<file path="config.mk">
export PLATFORM = sky130hd
export DESIGN_NAME = islem_denetleyici
export DESIGN_NICKNAME = d
export VERILOG_FILES = /design/src/rtl/hesap_pkg.sv /design/src/rtl/islem_sayaci.sv /design/src/rtl/islem_denetleyici.sv
export SDC_FILE = /design/constraint.sdc
export NUM_CORES = 1
export LEC_CHECK = 0
export BUFFER_PORTS_ARGS = -buffer_cell sky130_fd_sc_hd__buf_2
export CELL_PAD_IN_SITES_DETAIL_PLACEMENT = 1
export CELL_PAD_IN_SITES_GLOBAL_PLACEMENT = 1
export CORE_MARGIN = 1
export CORE_UTILIZATION = 34
export CTS_BUF_LIST = sky130_fd_sc_hd__clkbuf_4
export CTS_CLUSTER_SIZE = 30
export DETAILED_ROUTE_END_ITERATION = 7
export PLACE_DENSITY = 0.79
export SLEW_MARGIN = 30
export SYNTH_ARGS = -nofsm -noshare
export SYNTH_HDL_FRONTEND = slang
export SYNTH_SLANG_ARGS = --single-unit
</file>
<file path="constraint.sdc">
create_clock -name clk -period 2.5 [get_ports clk]
set_input_delay 0.25 -clock clk [delete_from_list [all_inputs] [get_ports clk]]
set_output_delay 0.25 -clock clk [all_outputs]
set_load 0.02 [all_outputs]
</file>
<file path="src/rtl/hesap_pkg.sv">
// Shared definitions for the calculator's arithmetic sequencing logic.
package hesap_pkg;

  localparam int unsigned VARSAYILAN_GENISLIK    = 32;
  localparam int unsigned VARSAYILAN_MIN_BEKLE   = 1;
  localparam int unsigned VARSAYILAN_ZAMAN_ASIMI = 16;
  localparam int unsigned BIRIM_SAYISI           = 4;
  localparam int unsigned KOD_GENISLIK           = 2;

  localparam logic [KOD_GENISLIK-1:0] TOPLAMA = 2'b00;
  localparam logic [KOD_GENISLIK-1:0] CIKARMA = 2'b01;
  localparam logic [KOD_GENISLIK-1:0] CARPMA  = 2'b10;
  localparam logic [KOD_GENISLIK-1:0] BOLME   = 2'b11;

  typedef enum logic [1:0] {
    BOS   = 2'd0,
    YUKLE = 2'd1,
    BEKLE = 2'd2,
    CIKIS = 2'd3
  } durum_e;

  // One-hot unit select for an operation code.
  function automatic logic [BIRIM_SAYISI-1:0] birim_onehot(input logic [KOD_GENISLIK-1:0] kod);
    logic [BIRIM_SAYISI-1:0] secim;
    secim = '0;
    case (kod)
      TOPLAMA: secim = 4'b0001;
      CIKARMA: secim = 4'b0010;
      CARPMA:  secim = 4'b0100;
      BOLME:   secim = 4'b1000;
      default: secim = '0;
    endcase
    return secim;
  endfunction

endpackage

</file>
<file path="src/rtl/islem_sayaci.sv">
// Wait-state counter: counts BEKLE cycles and flags the minimum-wait and timeout points.
module islem_sayaci
  import hesap_pkg::*;
#(
  parameter int unsigned MIN_BEKLE   = VARSAYILAN_MIN_BEKLE,
  parameter int unsigned ZAMAN_ASIMI = VARSAYILAN_ZAMAN_ASIMI
) (
  input  logic clk,
  input  logic rst,
  input  logic temizle,
  input  logic sayim_etkin,
  output logic ge_min_c,
  output logic zaman_asimi_c
);

  localparam int unsigned SAYAC_GENISLIK = $clog2(ZAMAN_ASIMI + 1);

  logic [SAYAC_GENISLIK-1:0] sayac;

  // Counter never wraps: the controller leaves BEKLE when it reaches ZAMAN_ASIMI.
  always_ff @(posedge clk) begin
    if (rst || temizle) begin
      sayac <= '0;
    end else if (sayim_etkin) begin
      sayac <= sayac + SAYAC_GENISLIK'(1);
    end
  end

  assign ge_min_c      = (sayac >= SAYAC_GENISLIK'(MIN_BEKLE));
  assign zaman_asimi_c = (sayac == SAYAC_GENISLIK'(ZAMAN_ASIMI));

endmodule

</file>
<file path="src/rtl/islem_denetleyici.sv">
// Sequences one arithmetic operation at a time through the selected unit.
module islem_denetleyici
  import hesap_pkg::*;
#(
  parameter int unsigned GENISLIK    = VARSAYILAN_GENISLIK,
  parameter int unsigned MIN_BEKLE   = VARSAYILAN_MIN_BEKLE,
  parameter int unsigned ZAMAN_ASIMI = VARSAYILAN_ZAMAN_ASIMI
) (
  input  logic                      clk,
  input  logic                      rst,
  input  logic                      istek_gecerli,
  output logic                      istek_hazir,
  input  logic [KOD_GENISLIK-1:0]   islem_kodu,
  input  logic [GENISLIK-1:0]       sayi1,
  input  logic [GENISLIK-1:0]       sayi2,
  output logic [GENISLIK-1:0]       birim_sayi1,
  output logic [GENISLIK-1:0]       birim_sayi2,
  output logic [BIRIM_SAYISI-1:0]   birim_sec,
  output logic                      birim_basla,
  input  logic [BIRIM_SAYISI-1:0]   birim_hazir,
  input  logic [BIRIM_SAYISI-1:0]   birim_gecerli,
  input  logic [BIRIM_SAYISI-1:0]   birim_tasma,
  input  logic [2*GENISLIK-1:0]     birim_sonuc,
  output logic [2*GENISLIK-1:0]     sonuc,
  output logic                      tasma,
  output logic                      hata,
  output logic                      cikis_gecerli,
  input  logic                      cikis_hazir
);

  durum_e                    durum_q, durum_d;
  logic [KOD_GENISLIK-1:0]   kod_q, kod_d;
  logic [GENISLIK-1:0]       birim_sayi1_d, birim_sayi2_d;
  logic [BIRIM_SAYISI-1:0]   birim_sec_d;
  logic                      birim_basla_d;
  logic [2*GENISLIK-1:0]     sonuc_d;
  logic                      tasma_d, hata_d, cikis_gecerli_d;
  logic                      sayac_temizle, sayac_say;
  logic                      ge_min_c, zaman_asimi_c;
  logic                      yakala_c;

  islem_sayaci #(
    .MIN_BEKLE   (MIN_BEKLE),
    .ZAMAN_ASIMI (ZAMAN_ASIMI)
  ) u_sayac (
    .clk           (clk),
    .rst           (rst),
    .temizle       (sayac_temizle),
    .sayim_etkin   (sayac_say),
    .ge_min_c      (ge_min_c),
    .zaman_asimi_c (zaman_asimi_c)
  );

  assign istek_hazir = (durum_q == BOS);

  // Only the selected unit's flags count, and only once the minimum wait has passed.
  assign yakala_c = ge_min_c & birim_hazir[kod_q] & birim_gecerli[kod_q];

  // State and output registers.
  always_ff @(posedge clk) begin
    if (rst) begin
      durum_q       <= BOS;
      kod_q         <= '0;
      birim_sayi1   <= '0;
      birim_sayi2   <= '0;
      birim_sec     <= '0;
      birim_basla   <= 1'b0;
      sonuc         <= '0;
      tasma         <= 1'b0;
      hata          <= 1'b0;
      cikis_gecerli <= 1'b0;
    end else begin
      durum_q       <= durum_d;
      kod_q         <= kod_d;
      birim_sayi1   <= birim_sayi1_d;
      birim_sayi2   <= birim_sayi2_d;
      birim_sec     <= birim_sec_d;
      birim_basla   <= birim_basla_d;
      sonuc         <= sonuc_d;
      tasma         <= tasma_d;
      hata          <= hata_d;
      cikis_gecerli <= cikis_gecerli_d;
    end
  end

  // Next-state and next-output logic.
  always_comb begin
    durum_d         = durum_q;
    kod_d           = kod_q;
    birim_sayi1_d   = birim_sayi1;
    birim_sayi2_d   = birim_sayi2;
    birim_sec_d     = birim_sec;
    birim_basla_d   = 1'b0;
    sonuc_d         = sonuc;
    tasma_d         = tasma;
    hata_d          = hata;
    cikis_gecerli_d = cikis_gecerli;
    sayac_temizle   = 1'b0;
    sayac_say       = 1'b0;

    case (durum_q)
      BOS: begin
        if (istek_gecerli) begin
          birim_sayi1_d = sayi1;
          birim_sayi2_d = sayi2;
          kod_d         = islem_kodu;
          if ((islem_kodu == BOLME) && (sayi2 == '0)) begin
            // Division by zero never reaches a unit.
            durum_d         = CIKIS;
            birim_sec_d     = '0;
            sonuc_d         = '0;
            tasma_d         = 1'b0;
            hata_d          = 1'b1;
            cikis_gecerli_d = 1'b1;
          end else begin
            durum_d       = YUKLE;
            birim_sec_d   = birim_onehot(islem_kodu);
            birim_basla_d = 1'b1;
          end
        end
      end

      YUKLE: begin
        durum_d       = BEKLE;
        sayac_temizle = 1'b1;
      end

      BEKLE: begin
        sayac_say = 1'b1;
        if (yakala_c) begin
          durum_d         = CIKIS;
          birim_sec_d     = '0;
          sonuc_d         = birim_sonuc;
          tasma_d         = birim_tasma[kod_q];
          hata_d          = 1'b0;
          cikis_gecerli_d = 1'b1;
        end else if (zaman_asimi_c) begin
          durum_d         = CIKIS;
          birim_sec_d     = '0;
          sonuc_d         = '0;
          tasma_d         = 1'b0;
          hata_d          = 1'b1;
          cikis_gecerli_d = 1'b1;
        end
      end

      CIKIS: begin
        if (cikis_hazir) begin
          durum_d         = BOS;
          cikis_gecerli_d = 1'b0;
        end
      end

      default: begin
        durum_d = BOS;
      end
    endcase
  end

endmodule
</file>
# ---- Yosys cells after proc, flatten, opt, wreduce, memory -nomap -nowiden
# Cells that the tools add are included.
dict set report totals {
  wordCells 81
  register_bits 145
  input_bits 146
}
dict set report op_classes {
  addsub 1
  n_bitwise 4
  reduce_logical 13
  eq_ne 11
  magnitude_cmp 2
  mux 39
}
# op n
set ops {}
lappend ops {{2-to-1 mux 64 bit} 4}
lappend ops {{case mux 64 bit (2 select lines)} 1}
lappend ops {{logical NOT 32 bit} 1}
lappend ops {{2-to-1 mux 1 bit} 16}
lappend ops {{2-to-1 mux 4 bit} 4}
lappend ops {{case mux 4 bit (4 select lines)} 1}
lappend ops {{2-to-1 mux 2 bit} 5}
lappend ops {{equality test 2 bit (second input constant)} 4}
lappend ops {{case mux 2 bit (4 select lines)} 1}
lappend ops {{case mux 4 bit (2 select lines)} 1}
lappend ops {{binary-select mux 1 bit (select 2 bit)} 3}
lappend ops {{AND reduction 3 bit} 2}
lappend ops {{adder 5 x 1 -> 5 bit (second input constant)} 1}
lappend ops {{equality test 5 bit (second input constant)} 1}
lappend ops {{>= comparator 5 x 1 -> 1 bit (second input constant)} 1}
lappend ops {{AND reduction 5 bit} 1}
lappend ops {{equality test 2 x 1 -> 1 bit (second input constant)} 2}
lappend ops {{logical NOT 2 bit} 2}
lappend ops {{!= test 2 bit (second input constant)} 2}
lappend ops {{case mux 1 bit (2 select lines)} 2}
lappend ops {{AND reduction 4 bit} 1}
lappend ops {{less-than comparator 2 x 3 -> 1 bit (second input constant)} 1}
lappend ops {{!= test 3 x 2 -> 1 bit (second input constant)} 1}
lappend ops {{case mux 1 bit (3 select lines)} 1}
lappend ops {{9 further kinds} 11}

# ---- Logic depth before layout (Yosys ltp)
dict set report depth {
  word_depth 6
  mapped_depth 10
  ltp_nobuf 7
}

# ---- Cells and area by module
# A second synthesis with hierarchy kept.
dict set report unflattened {
  cells_unflattened 545
  hier_area_um2 5170.0
}
# module seq_area_each_um2 cells_each area_per_inst_um2 n_inst
set modules_own_cells {}
lappend modules_own_cells {islem_denetleyici 2802.7 514 4878.4 1}
lappend modules_own_cells {islem_sayaci 100.1 31 291.5 1}

# ---- Worst setup path before layout
# Ideal clock, no wire load.
dict set report synth_path {
  kind {flip-flop to flip-flop}
  startpoint {register durum_q[0]}
  endpoint {register sonuc[10]}
  required_time_ps 2380
  stages_incl_launch_ff 11
  arrival_time_ps 2063
  path_slack_ps 318
  cell_sequence {dfxtp_1 > inv_1 > ha_1 > mux2i_1 > o21bai_4 > o22ai_4 > and2_4 > buf_6 > buf_6 > buf_6 > mux2i_1}
}
dict set report synth_between {
  elab_chain_len 3
}
# element line_no
set synth_rtl {}
lappend synth_rtl {{from (decl)} islem_denetleyici.sv:31} ;# durum_e durum_q, durum_d;
lappend synth_rtl {{from (signal assigned)} islem_denetleyici.sv:73} ;# durum_q <= durum_d;
lappend synth_rtl {{logical NOT 2 bit *} --}
lappend synth_rtl {{named net istek_hazir} islem_denetleyici.sv:12} ;# output logic istek_hazir,
lappend synth_rtl {{!= test 2 x 1 -> 1 bit (no line) (tied with other cells)} --}
lappend synth_rtl {{AND reduction 4 bit (no line)} --}
lappend synth_rtl {{to (signal assigned)} islem_denetleyici.sv:79} ;# sonuc <= sonuc_d;
lappend synth_rtl {{to (decl)} islem_denetleyici.sv:24} ;# output logic [2*GENISLIK-1:0] sonuc,
# Mark *: on every way through the listed nets, which the timed path passes. The rest lies on a longest branch.
# A chain may end at the register's enable or synchronous reset.

# ---- Worst setup path after layout
dict set report layout_path {
  startpoint {input port sayi2[25]}
  endpoint {register sonuc[47]}
}
dict set report layout_between {
  elab_chain_len 4
}
# element line_no
set layout_rtl {}
lappend layout_rtl {{from (decl)} islem_denetleyici.sv:15} ;# input logic [GENISLIK-1:0] sayi2,
lappend layout_rtl {{logical NOT 32 bit} islem_denetleyici.sv:107} ;# if ((islem_kodu == BOLME) && (sayi2 == '0)) begin
lappend layout_rtl {{logical AND 1 bit} islem_denetleyici.sv:107}
lappend layout_rtl {{!= test 2 x 1 -> 1 bit (no line)} --}
lappend layout_rtl {{AND reduction 4 bit (no line)} --}
# Every way passes these cells.

==> impl_metrics.env <==
export IMPL_cts_made_buffers=17
export IMPL_cpPeakStageDelay_ns=0.54
export IMPL_start_kind="input port"
export IMPL_grt_pass1_vias=7128
export IMPL_clock_fmax_mhz=420
export IMPL_clock_skew_final_ns=0.0299
export IMPL_wl_um=24300
export IMPL_utilization_pct=54.3
export IMPL_syn_to_final_growth_pct=54.3
export IMPL_maxSlewHeadroom_pct=60.5
export IMPL_antenna_found_initial=0
export IMPL_dieArea_um2=17900
export IMPL_min_period_ns=2.38
export IMPL_pin_count=283
export IMPL_wl_met1_um=9400
export IMPL_clkTransAtPathRegs_ns=0.13
export IMPL_port_buffers=282
export IMPL_cell_internal_pwr_mw=4.32
export IMPL_die_y_um=134
export IMPL_yosys_area_top_type="dfxtp_1"
export IMPL_worstHoldStart="cikis_hazir"
export IMPL_drv_slew=0
export IMPL_yosysUniqueCellTypes=38
export IMPL_report_power_total_mw=6.86
export IMPL_routedWlPerCell_um=18.7
export IMPL_cts_sinks=145
export IMPL_whs_ns=0.0897
export IMPL_cp_depth=8
export IMPL_via_per_inst=4.90
export IMPL_min_path_type="input port to register"
export IMPL_clock_power_share_pct=23.4
export IMPL_worst_skew_pair_late_latency_ns=0.56
export IMPL_drtIter0Drc=178
export IMPL_finalHoldViolations=0
export IMPL_drc_errors=0
export IMPL_combPwrFrac_pct=37.5
export IMPL_yosysMostFrequentCell="nand2_1"
export IMPL_async_reset_ff_share_pct=0
export IMPL_grt_use_total_pct=27.3
export IMPL_post_place_ws_ns=0.197
export IMPL_holdPathStages=4
export IMPL_status="complete, no violations"
export IMPL_rows=47
export IMPL_critical_path_top_delay_family="buffers and inverters"
export IMPL_tns_ns=0
export IMPL_cpMaxStageDelayCell="dlygate4sd3_1"
export IMPL_drive_gt1_share_pct=30.7
export IMPL_path_cells="dlygate4sd3_1 -> buf_2 -> nor4_1 -> nand3_1 -> o31ai_1 -> and2_4 -> buf_12 -> mux2i_1"
export IMPL_critPathBufInv=3
export IMPL_cts_path_max_buffers=2
export IMPL_grt_max_degree=68
export IMPL_gp_routability_congestion=0.758
export IMPL_synth_area_leaders="dfxtp_1 49%, nand2_1 13%, mux2i_1 12%"
export IMPL_top_layer_used="met4"
export IMPL_synthFlopType="dfxtp_1"
export IMPL_cts_tree="yes"
export IMPL_crit_arrival_ns=2.85
export IMPL_critPathRequiredTime_ns=2.98
export IMPL_synth_top_cells_by_count="205 x nand2_1, 145 x dfxtp_1, 71 x mux2i_1"
export IMPL_met3WireLength_um=2080
export IMPL_layout_nets=1219
export IMPL_cts_root_buf="clkbuf_4"
export IMPL_crit_start="sayi2[25]"
export IMPL_rsz0062_at_grt="false"
export IMPL_cts_setup_buffers=0
export IMPL_die_x_um=134
export IMPL_worst_r2r_cell_count=8
export IMPL_tightest_slew_ns=0.592
export IMPL_syn_instance_count=671
export IMPL_grt_pass1_wl_um=37800
export IMPL_netSwitchingPower_mw=2.55
export IMPL_period_share_pct=95.1
export IMPL_nFillCells=1990
export IMPL_first_pass_iters=4
export IMPL_leakagePower_nw=4.00
export IMPL_num_antenna_cells=0
export IMPL_core_um2=16800
export IMPL_wl_met2_um=12200
export IMPL_synth_edf_count=0
export IMPL_hpwl_um=13400
export IMPL_maxCapViolCount=0
export IMPL_avgSynthCellArea_um2=8.80
export IMPL_p_per_area_nw_per_um2=754
export IMPL_syn_num_nets=824
export IMPL_yosysTopAreaCellShare_pct=49.2
export IMPL_start_util_pct=35.2
export IMPL_placed_cells=1137
export IMPL_cts_htree_levels=4
export IMPL_synth_area_um2=5900
export IMPL_finalSetupViolations=0
export IMPL_final_antenna_net_count=0
export IMPL_max_vdd_ir_drop_mv=0.466
export IMPL_yosysSeqAreaShare_pct=49.2
export IMPL_grt_overflow=0
export IMPL_final_cells=1298
export IMPL_ys_seq_elements=145
export IMPL_cp_max_fo=37
export IMPL_yosysWarnings=0
export IMPL_end_kind="register"
export IMPL_seqPwrFrac_pct=39.2
export IMPL_fin_area_um2=9110
export IMPL_setup_slack_ns=0.122
export IMPL_dr_total_vias=6363
export IMPL_post_dp_cell_area_um2=7510
export IMPL_critPathKind="input port to register"
export IMPL_swShare_pct=37.1
export IMPL_r2r_start="durum_q[0]"
-- sequential cells by signal, indices dropped and copies added (netlist names) --
| name | count |
|---|---|
| tasma | 1 |
| kod_q | 2 |
| birim_sayi2 | 32 |
| hata | 1 |
| sonuc | 64 |
| durum_q | 2 |
| cikis_gecerli | 1 |
| birim_sayi1 | 32 |
| birim_basla | 1 |
| u_sayac.sayac | 5 |
| birim_sec | 4 |
-- worst min-delay path, stage by stage --
cell and delay [ns]:
buf_2 0.08, nand2b_1 0.12, a2bb2oi_1 0.06, nor2_1 0.09
-- placed cells by master, fill, tap and decap left out, drive strengths merged, types with 2 or more instances in the layout --
cell type	count
nor4b	3
nand4	3
nor2b	3
nor3	9
a211oi	2
dfxtp	145
buf	292
a21oi	67
inv	8
nand2	205
o21bai	2
nor4	6
bufinv	3
clkbuf	18
o21ai	3
ha	7
clkinv	6
and2	2
mux4	2
xor2	3
dlygate4sd3	130
nor2	7
nand2b	68
mux2i	71
-- layout make-up --
type / count / area [um^2] / share of cell area [%]
well taps: 220 / 275 / 3.02
clock buffers: 18 / 135 / 1.48
flip-flops and latches: 145 / 2900 / 31.9
inverters: 5 / 18.8 / 0.206
repair buffers: 422 / 2850 / 31.3
clock inverters: 13 / 160 / 1.76
multi-input cells: 475 / 2760 / 30.3
-- power groups by stage --
stage | combinational (mW) | clock, mW | sequential [mW]
floorplan | 1.42 | 0 | 2.97
global placement | 2.35 | 0 | 2.72
detailed placement | 2.37 | 0 | 2.73
CTS | 2.53 | 1.65 | 2.67
global route | 2.76 | 1.74 | 2.72
finish | 2.57 | 1.60 | 2.69
-- kinds of logic after synthesis --
group	synth area share, %
and+or+nand+nor	24.2
DFF	49.2
AOI/OAI and AO/OA	7.40
muxes	13.0
buffers and inverters	4.15
adders and majority gates	1.48
xor gates and xnor gates	0.594
-- what timing repair did --
item                      4_1_cts  5_1_grt
hold buffers                  130        0
hold endpoints to repair      130        0
resized for setup               0        0
-- final timing paths --
| check | endpoint | slack, ns |
|---|---|---|
| min reg2reg | birim_sayi1[6] | 0.46 |
| max reg2reg | sonuc[47] | 0.22 |
| max | sonuc[47] | 0.12 |
| min | durum_q[0] | 0.09 |
-- metal layers --
metal / GRT usage (%) / vias up
met4: 9.09 / 0
met5: 0 / -
met2: 50.0 / 275
met3: 9.74 / 50
met1: 28.8 / 3051
li1: - / 2987
No activity file was read; power rests on OpenSTA's default activity.
